**config.mk**
```make
export PLATFORM = sky130hd
export DESIGN_NAME = frec_meter
export DESIGN_NICKNAME = d
export VERILOG_FILES = /design/src/rtl/frec_meter.sv
export SDC_FILE = /design/constraint.sdc
export NUM_CORES = 1
export LEC_CHECK = 0
export CAP_MARGIN = 20
export CORE_MARGIN = 1.5
export CORE_UTILIZATION = 45
export DETAILED_ROUTE_END_ITERATION = 10
export PLACE_DENSITY = 0.68
export SLEW_MARGIN = 20
export SYNTH_ARGS = -nofsm -noshare
export SYNTH_HDL_FRONTEND = slang
export SYNTH_SLANG_ARGS = --single-unit
```
**constraint.sdc**
```tcl
create_clock -name clock -period 3.25 [get_ports clock]
set_input_delay 0.325 -clock clock [delete_from_list [all_inputs] [get_ports clock]]
set_output_delay 0.325 -clock clock [all_outputs]
set_load 0.05 [all_outputs]
```
**src/rtl/frec_meter.sv**
```systemverilog
// frec_meter: receive-side frequency meter for a slow, asynchronous square wave.
// Brings clock_in into the system clock domain and emits one rise_tick per rising
// edge. It measures the rise-to-rise period in system clocks, declares lock once
// the period stays within TOL for LOCK_COUNT periods in a row, and pulses timeout
// when no edge arrives within TIMEOUT clocks.
module frec_meter #(
    parameter int CNT_W      = 16,
    parameter int TIMEOUT    = 1000,
    parameter int TOL        = 1,
    parameter int LOCK_COUNT = 4
) (
    input  logic             clock,
    input  logic             reset_n,
    input  logic             clock_in,
    output logic             rise_tick,
    output logic [CNT_W-1:0] period_out,
    output logic             period_valid,
    output logic             locked,
    output logic             timeout
);

    localparam int DIFF_W  = CNT_W + 1;
    localparam int MATCH_W = $clog2(LOCK_COUNT + 1);
    localparam logic [CNT_W-1:0] ELAPSED_MAX = '1;

    typedef enum logic [1:0] {
        IDLE,
        ARM,
        ACQUIRE,
        LOCKED
    } state_t;

    // Synchroniser and edge-detect stage
    logic sync1_q;
    logic sync2_q;
    logic syncPrev_q;
    logic riseEdge_q;

    // Measurement state and registered outputs
    state_t             state_q,       state_d;
    logic [CNT_W-1:0]   elapsed_q,     elapsed_d;
    logic [CNT_W-1:0]   refPeriod_q,   refPeriod_d;
    logic [MATCH_W-1:0] matchCnt_q,    matchCnt_d;
    logic               riseTick_q,    riseTick_d;
    logic [CNT_W-1:0]   periodOut_q,   periodOut_d;
    logic               periodValid_q, periodValid_d;
    logic               locked_q,      locked_d;
    logic               timeout_q,     timeout_d;

    // Helpers for comparing a new period against the reference
    logic [DIFF_W-1:0]  periodDiff;
    logic               withinTol;
    logic [MATCH_W-1:0] matchInc;

    // Two-flop synchroniser, then a registered rising-edge detector; this gives the
    // fixed three-clock latency from the sampling edge to rise_tick.
    always_ff @(posedge clock or negedge reset_n) begin
        if (!reset_n) begin
            sync1_q    <= 1'b0;
            sync2_q    <= 1'b0;
            syncPrev_q <= 1'b0;
            riseEdge_q <= 1'b0;
        end else begin
            sync1_q    <= clock_in;
            sync2_q    <= sync1_q;
            syncPrev_q <= sync2_q;
            riseEdge_q <= sync2_q & ~syncPrev_q;
        end
    end

    // Unsigned distance between the current count and the reference period, one bit
    // wider than the counter so the subtraction cannot wrap.
    assign periodDiff = (elapsed_q >= refPeriod_q)
                      ? ({1'b0, elapsed_q} - {1'b0, refPeriod_q})
                      : ({1'b0, refPeriod_q} - {1'b0, elapsed_q});
    assign withinTol  = (periodDiff <= DIFF_W'(TOL));
    assign matchInc   = matchCnt_q + MATCH_W'(1);

    // State register for the FSM, the period counter and all registered outputs
    always_ff @(posedge clock or negedge reset_n) begin
        if (!reset_n) begin
            state_q       <= IDLE;
            elapsed_q     <= '0;
            refPeriod_q   <= '0;
            matchCnt_q    <= '0;
            riseTick_q    <= 1'b0;
            periodOut_q   <= '0;
            periodValid_q <= 1'b0;
            locked_q      <= 1'b0;
            timeout_q     <= 1'b0;
        end else begin
            state_q       <= state_d;
            elapsed_q     <= elapsed_d;
            refPeriod_q   <= refPeriod_d;
            matchCnt_q    <= matchCnt_d;
            riseTick_q    <= riseTick_d;
            periodOut_q   <= periodOut_d;
            periodValid_q <= periodValid_d;
            locked_q      <= locked_d;
            timeout_q     <= timeout_d;
        end
    end

    // Next-state and output logic. The counter restarts at 1 on the edge that
    // raises rise_tick, so at the next processed edge it holds the number of clocks
    // between the two rise_ticks. A rise always takes priority over the timeout.
    always_comb begin
        state_d       = state_q;
        elapsed_d     = elapsed_q;
        refPeriod_d   = refPeriod_q;
        matchCnt_d    = matchCnt_q;
        riseTick_d    = 1'b0;
        periodOut_d   = periodOut_q;
        periodValid_d = 1'b0;
        locked_d      = locked_q;
        timeout_d     = 1'b0;

        if (riseEdge_q) begin
            elapsed_d = CNT_W'(1);
        end else if (elapsed_q != ELAPSED_MAX) begin
            elapsed_d = elapsed_q + CNT_W'(1);
        end

        if (riseEdge_q) begin
            riseTick_d = 1'b1;
            case (state_q)
                IDLE: begin
                    state_d = ARM;
                end
                ARM: begin
                    periodOut_d   = elapsed_q;
                    periodValid_d = 1'b1;
                    refPeriod_d   = elapsed_q;
                    matchCnt_d    = '0;
                    state_d       = ACQUIRE;
                end
                ACQUIRE: begin
                    periodOut_d   = elapsed_q;
                    periodValid_d = 1'b1;
                    if (withinTol) begin
                        matchCnt_d = matchInc;
                        if (matchInc == MATCH_W'(LOCK_COUNT)) begin
                            locked_d = 1'b1;
                            state_d  = LOCKED;
                        end
                    end else begin
                        refPeriod_d = elapsed_q;
                        matchCnt_d  = '0;
                    end
                end
                LOCKED: begin
                    periodOut_d   = elapsed_q;
                    periodValid_d = 1'b1;
                    if (!withinTol) begin
                        locked_d    = 1'b0;
                        refPeriod_d = elapsed_q;
                        matchCnt_d  = '0;
                        state_d     = ACQUIRE;
                    end
                end
                default: begin
                    state_d = IDLE;
                end
            endcase
        end else if ((state_q != IDLE) && (elapsed_q > CNT_W'(TIMEOUT))) begin
            timeout_d = 1'b1;
            locked_d  = 1'b0;
            state_d   = IDLE;
        end
    end

    assign rise_tick    = riseTick_q;
    assign period_out   = periodOut_q;
    assign period_valid = periodValid_q;
    assign locked       = locked_q;
    assign timeout      = timeout_q;

endmodule

```
; Yosys cells after proc, flatten, opt, wreduce, memory -nomap -nowiden
; Index checks and enable logic that the tools add are counted.
[totals]
register_bits = 61
inputBits = 3
out_inout_bits = 20
word_cells = 72
[classes]
addsub = 4
order_cmp = 3
eq_ne = 11
mux = 25
n_bitwise = 2
reduce_logical = 14
[ops]
columns = operator, n
row1 = 16-bit two-way mux, 3
row2 = 16-bit by 16-bit subtractor with 17-bit output, 2
row3 = 16-bit case mux with 2 select lines, 1
row4 = 17-bit by 1-bit <= comparator with 1-bit output (second input constant), 1
row5 = 17-bit two-way mux, 1
row6 = 16-bit by 1-bit adder with 16-bit output (second input constant), 1
row7 = 16-bit greater-or-equal comparator, 1
row8 = 16-bit by 10-bit > comparator with 1-bit output (second input constant), 1
row9 = 16-bit != test (second input constant), 1
row10 = 1-bit two-way mux, 10
row11 = 2-bit two-way mux, 5
row12 = 3-bit != test (second input constant), 3
row13 = 3-bit case mux with 3 select lines, 1
row14 = 2-bit case mux with 4 select lines, 1
row15 = 2-bit nonzero test, 4
row16 = 3-bit two-way mux, 2
row17 = 3-bit AND reduction, 2
row18 = 5-bit AND reduction, 1
row19 = 2-bit == test (second input constant), 2
row20 = 2-bit != test (second input constant), 2
row21 = 4-bit AND reduction, 1
row22 = 3-bit by 1-bit adder with 3-bit output (second input constant), 1
row23 = 3-bit == test (second input constant), 1
row24 = 3-bit by 1-bit != test with 1-bit output (second input constant), 1
row25 = other kinds (10), 10

; Depth between registers and ports, before layout
[logic_depth]
word_depth = 6
depth_mapped = 15
ltp_nobuf = 14

; Least setup slack after synthesis
; OpenSTA, ideal clock, no wires.
[synth_timing]
path_type = reg-to-reg
start = register elapsed_q[0]
end = register refPeriod_q[13]
setup_time_ns = 0.080
t_arrival_ns = 3.302
t_required_ns = 3.170
slack_ns = -0.131
stages_incl_launch_ff = 15
synth_period_minus_slack_ns = 3.381
cell_sequence = dfrtp_1 > ha_1 > inv_1 > fa_1 > a21o_2 > a221o_2 > a31oi_4 > o21ai_0 > xnor2_1 > nand4b_4 > mux2i_4 > nand4_2 > o21ai_4 > buf_12 > mux2i_1
[synth_via]
elab_chain_len = 5
word_cells_on_any_way = 7
cone_classes = add/sub (2) / order compare (2) / eq/ne (1) / mux (1) / reduce/logical (1)
[synth_lines]
columns = element, line
row1 = from (decl), 41  ; logic [CNT_W-1:0] elapsed_q, elapsed_d;
row2 = from (signal assigned), 93  ; elapsed_q <= elapsed_d;
row3 = "16-bit by 16-bit subtractor with 17-bit output, or another cell as far along", 75  ; : ({1'b0, refPeriod_q} - {1'b0, elapsed_q});
row4 = 17-bit two-way mux *, 74  ; ? ({1'b0, elapsed_q} - {1'b0, refPeriod_q})
row5 = 17-bit by 1-bit <= comparator with 1-bit output *, 76  ; assign withinTol = (periodDiff <= DIFF_W'(TOL));
row6 = 2-bit != test (no line) *, n/a
row7 = 3-bit AND reduction (no line) *, n/a
row8 = to (signal assigned), 94  ; refPeriod_q <= refPeriod_d;
row9 = to (decl), 42  ; logic [CNT_W-1:0] refPeriod_q, refPeriod_d;
; Mark *: on every way between the ends. The rest lies on a longest branch, timed or not.
; A chain may end at the register's enable or synchronous reset.

; Worst setup path after layout
[layout_timing]
start = register refPeriod_q[0]
end = register refPeriod_q[2]
[layout_via]
elab_chain_len = 5
word_cells_on_any_way = 7
cone_classes = add/sub (2) / order compare (2) / eq/ne (1) / mux (1) / reduce/logical (1)
[layout_lines]
columns = element, line
row1 = "16-bit by 16-bit subtractor with 17-bit output, or another cell as far along", 75
row2 = 17-bit two-way mux *, 74
row3 = 17-bit by 1-bit <= comparator with 1-bit output *, 76
row4 = 2-bit != test (no line) *, n/a
row5 = 3-bit AND reduction (no line) *, n/a
; Marks and branches as above.

==> results.md <==
* Slowest stage cell on the critical path: dfrtp_1
* Critical path depth in cells at 16
* Largest net degree at the start of global routing at 48
* Die H at 103 µm
* Clock skew after layout at 0.00879 ns
* Type of the tightest min-delay check: in2async
* Seq/Total Area, Yosys at 0.339
* Net count reported at finish at 634
* Sequential standard cell area at 1530 µm²
* Critical path capture point: refPeriod_q[2]
* Kind of cell adding the most delay to the critical path: compound AO/OA/AOI/OAI gates
* Critical Path Sink Type: flop
* Detailed placer's ending HPWL at 8.82 mm
* Source of the worst register-to-register timing path: refPeriod_q[0]
* Share of cells above drive strength 1 at 0.257
* Final number of hold-violating endpoints at 16
* Total Routing Usage GR at 0.235
* Min Hold Slack at -0.0107 ns
* Destination of the worst register-to-register timing path: refPeriod_q[2]
* Power per cell area at 933 nW/µm²
* Critical path fanouts, max at 8
* Peak supply drop at 0.624 mV
* Slew at the pin closest to its max-slew limit at 0.599 ns
* DRC violations left at 0
* Failing checks: hold timing, setup timing
* Clock share of power at 0.107
* Leading cell types by total area after synthesis: dfrtp_1, ha_1, mux2i_1, xnor2_1, o21ai_0
* Antenna-violating nets left at 0
* Via Count at 3,906
* Number of placed instances with taps included at 709
* Cell Area, Synth at 4510 µm²
* Endpoint arrival time on the critical path at 3.60 ns
* Core Rows at 36
* Tightest slew margin relative to the limit at 0.600
* Number of storage elements in the synthesis netlist at 61
* Cell at the root of the clock tree: clkbuf_8
* Final worst-path cycle share at 1.03
* Leading register cell type out of synthesis: dfrtp_1
* Critical path class: reg2reg
* Max-cap check violation count at 0
* First-pass DRT Iterations at 4
* Overflow left after global routing at 0
* Async set-reset flop share out of synthesis at 1.00
* I/O Pins at 23
* First-pass GRT wire length at 18.9 mm
* F_max at 0.299 GHz
* Clk slew on worst S/H paths at 0.06 ns
* Maximum level of the CTS H-tree at 3
* Initial antenna violation count at 0
* Number of pins exceeding their max-slew limit in the final report at 0
* Total Wirelength at 11.6 mm
* Setup slack after placement at -0.189 ns
* Number of nets produced by synthesis at 535
* Sequential fraction of design power at 0.171
* Initial Util at 0.463
* Number of distinct library cells after synthesis at 70
* Internal Dissipation at 3.05 mW
* Net switching fraction of the power at 0.429
* Nature of the critical path startpoint: flop
* Psw at 2.29 mW
* Most frequent cells after synthesis: dfrtp_1, nand2_1, inv_1
* Avg WL per Cell at 15.9 µm
* Final total power at 5.34 mW
* First-iteration detailed-routing DRC count at 134
* Count of filler cells inserted in the layout at 850
* Slack of the worst reg-to-reg path at -0.1 ns
* Reg2reg path depth at 16
* Core outline area at 9730 µm²
* Diodes inserted at 0
* Post-route non-filler standard cell count at 729
* Mean area per synthesized cell at 9.12 µm²
* Area of the multi-input gates at 2790 µm²
* Via count of the first global-routing pass at 3,858
* Yosys synthesis warning count at 0
* Critical path buffer and inverter count at 4
* Launching instance or port of the critical path: refPeriod_q[0]
* TritonCTS clock tree: built
* Die ar. at 10,600 µm²
* Number of clock buffers inserted by TritonCTS at 9
* Area share of the leading cell type in the synthesized netlist at 0.339
* Cell accounting for the most synthesized area: dfrtp_1
* Setup violation total in the final timing report at 18
* Number of port buffers at 22
* Gpl congestion at 0.870
* X dimension of the die at 103 µm
* Delay of the slowest critical-path stage at 0.39 ns
* Worst skew pair latency at 0.34 ns
* Shortest clock period the worst path allows after layout at 3.35 ns
* Cell Chain, Critical Path: inv_2 > ha_4 > inv_2 > fa_2 > a21o_2 > a221o_2 > a31oi_4 > a2111o_1 > o211ai_1 > mux2i_1 > xnor2_1 > buf_4 > nand4_4 > o21ai_4 > buf_12 > mux2i_1
* Gate count after technology mapping at 494
* Clock sinks at 61
* Slack of the critical path at -0.0984 ns
* Combinational share of power at 0.722
* Setup repair after global routing missed its margin: yes
* Finished Core Util at 0.589
* Number of enable-type register cells in the synthesized netlist at 0
* Library cell with the highest instance count after synthesis: dfrtp_1
* CTS hold repair buffers at 0
* Max clock buf depth at 2
* Outcome: finished, violations left
* Required time of the worst setup path at 3.51 ns
* Leakage component of the power at 2.73 nW
* Layout Area Growth over Synthesis at 27.1%
* Number of vias per cell after detailed routing at 5.36
==> flip-flops by register name (all words and copies together) (netlist names) <==
signal and flops:
elapsed_q 16, period_valid 1, state_q 2, period_out 16, sync1_q 1, matchCnt_q 3
refPeriod_q 16, riseEdge_q 1, syncPrev_q 1, timeout 1, rise_tick 1, locked 1
sync2_q 1
==> cells by family after synthesis <==
kind of cell             Yosys count  synth area share
XOR/XNOR                          30            0.0583
AND/OR/NAND/NOR                  150             0.167
buffers and inverters             66            0.0836
multiplexers                      22            0.0519
adder cells (fa/ha/maj)           38             0.109
AO/OA/AOI/OAI                    127             0.192
flip-flops                        61             0.339
==> power by group through the flow <==
stage,combinational [mW],sequential [mW],clock [mW]
2_1_floorplan,2.14,0.996,0
3_3_place_gp,3.38,0.913,0
3_5_place_dp,3.41,0.918,0
4_1_cts,3.59,0.907,0.593
5_1_grt,4.15,0.924,0.619
6_report,3.86,0.914,0.574
==> what timing repair did <==
action                                  CTS  global route
pin swaps                                 3            19
buffers inserted                          3             3
endpoints found under the setup margin   21            21
gates resized for setup                  18            19
cloned                                    1             0
==> area by class of cell <==
class,count,area share
clock buffers,12,0.0271
clock inverters,2,0.00175
inverters,45,0.0295
multi-input cells,367,0.488
flip-flops and latches,61,0.267
well taps,133,0.0291
repair buffers,109,0.158
==> routing by layer <==
layer / vias to the layer above / track usage / share of wire / wire length (µm)
met5: - / 0 / 0 / 0
met1: 1867 / 0.317 / 0.48 / 5590
met2: 83 / 0.375 / 0.46 / 5320
met3: 26 / 0.0353 / 0.026 / 303
li1: 1930 / - / - / -
met4: 0 / 0.101 / 0.034 / 391
==> through the flow <==
stage / setup TNS (ns) / cell area [µm²]
after floorplan: 0 / 4520
after global placement: -1.45 / 5320
after detailed placement: -2.56 / 5320
after CTS: -0.886 / 5610
after global routing: -4.10 / 5730
final: -1.27 / 5730
==> cell usage in the layout (no fill, tap or decap), types with 5 or more instances in the layout <==
cell             netlist  final
inv_2                  0      5
nand4_1                9      9
inv_1                 44     39
clkbuf_8               4     11
xnor2_1               21     19
nand2b_1               5      5
nand2_1               47     46
xor2_1                 9      9
nor3_1                13     12
nor2_1                41     41
dfrtp_1               61     60
clkdlybuf4s50_1        0     21
mux2i_1               20     19
o21ai_0               36     35
buf_4                  0     85
ha_1                  36     30
nand3_1               12     12
a21oi_1               35     33
==> worst min path at each step <==
stage,startpoint,endpoint,slack [ns],cells after the start
after global placement,sync1_q,sync2_q,0.34,0
after detailed placement,sync1_q,sync2_q,0.34,0
after floorplan,reset_n,elapsed_q[0],0.03,0
after CTS,reset_n,period_out[3],0.19,1
final,reset_n,period_out[3],-0.01,1
after global routing,reset_n,period_out[3],0.04,1
(Power assumes the default switching activity.)
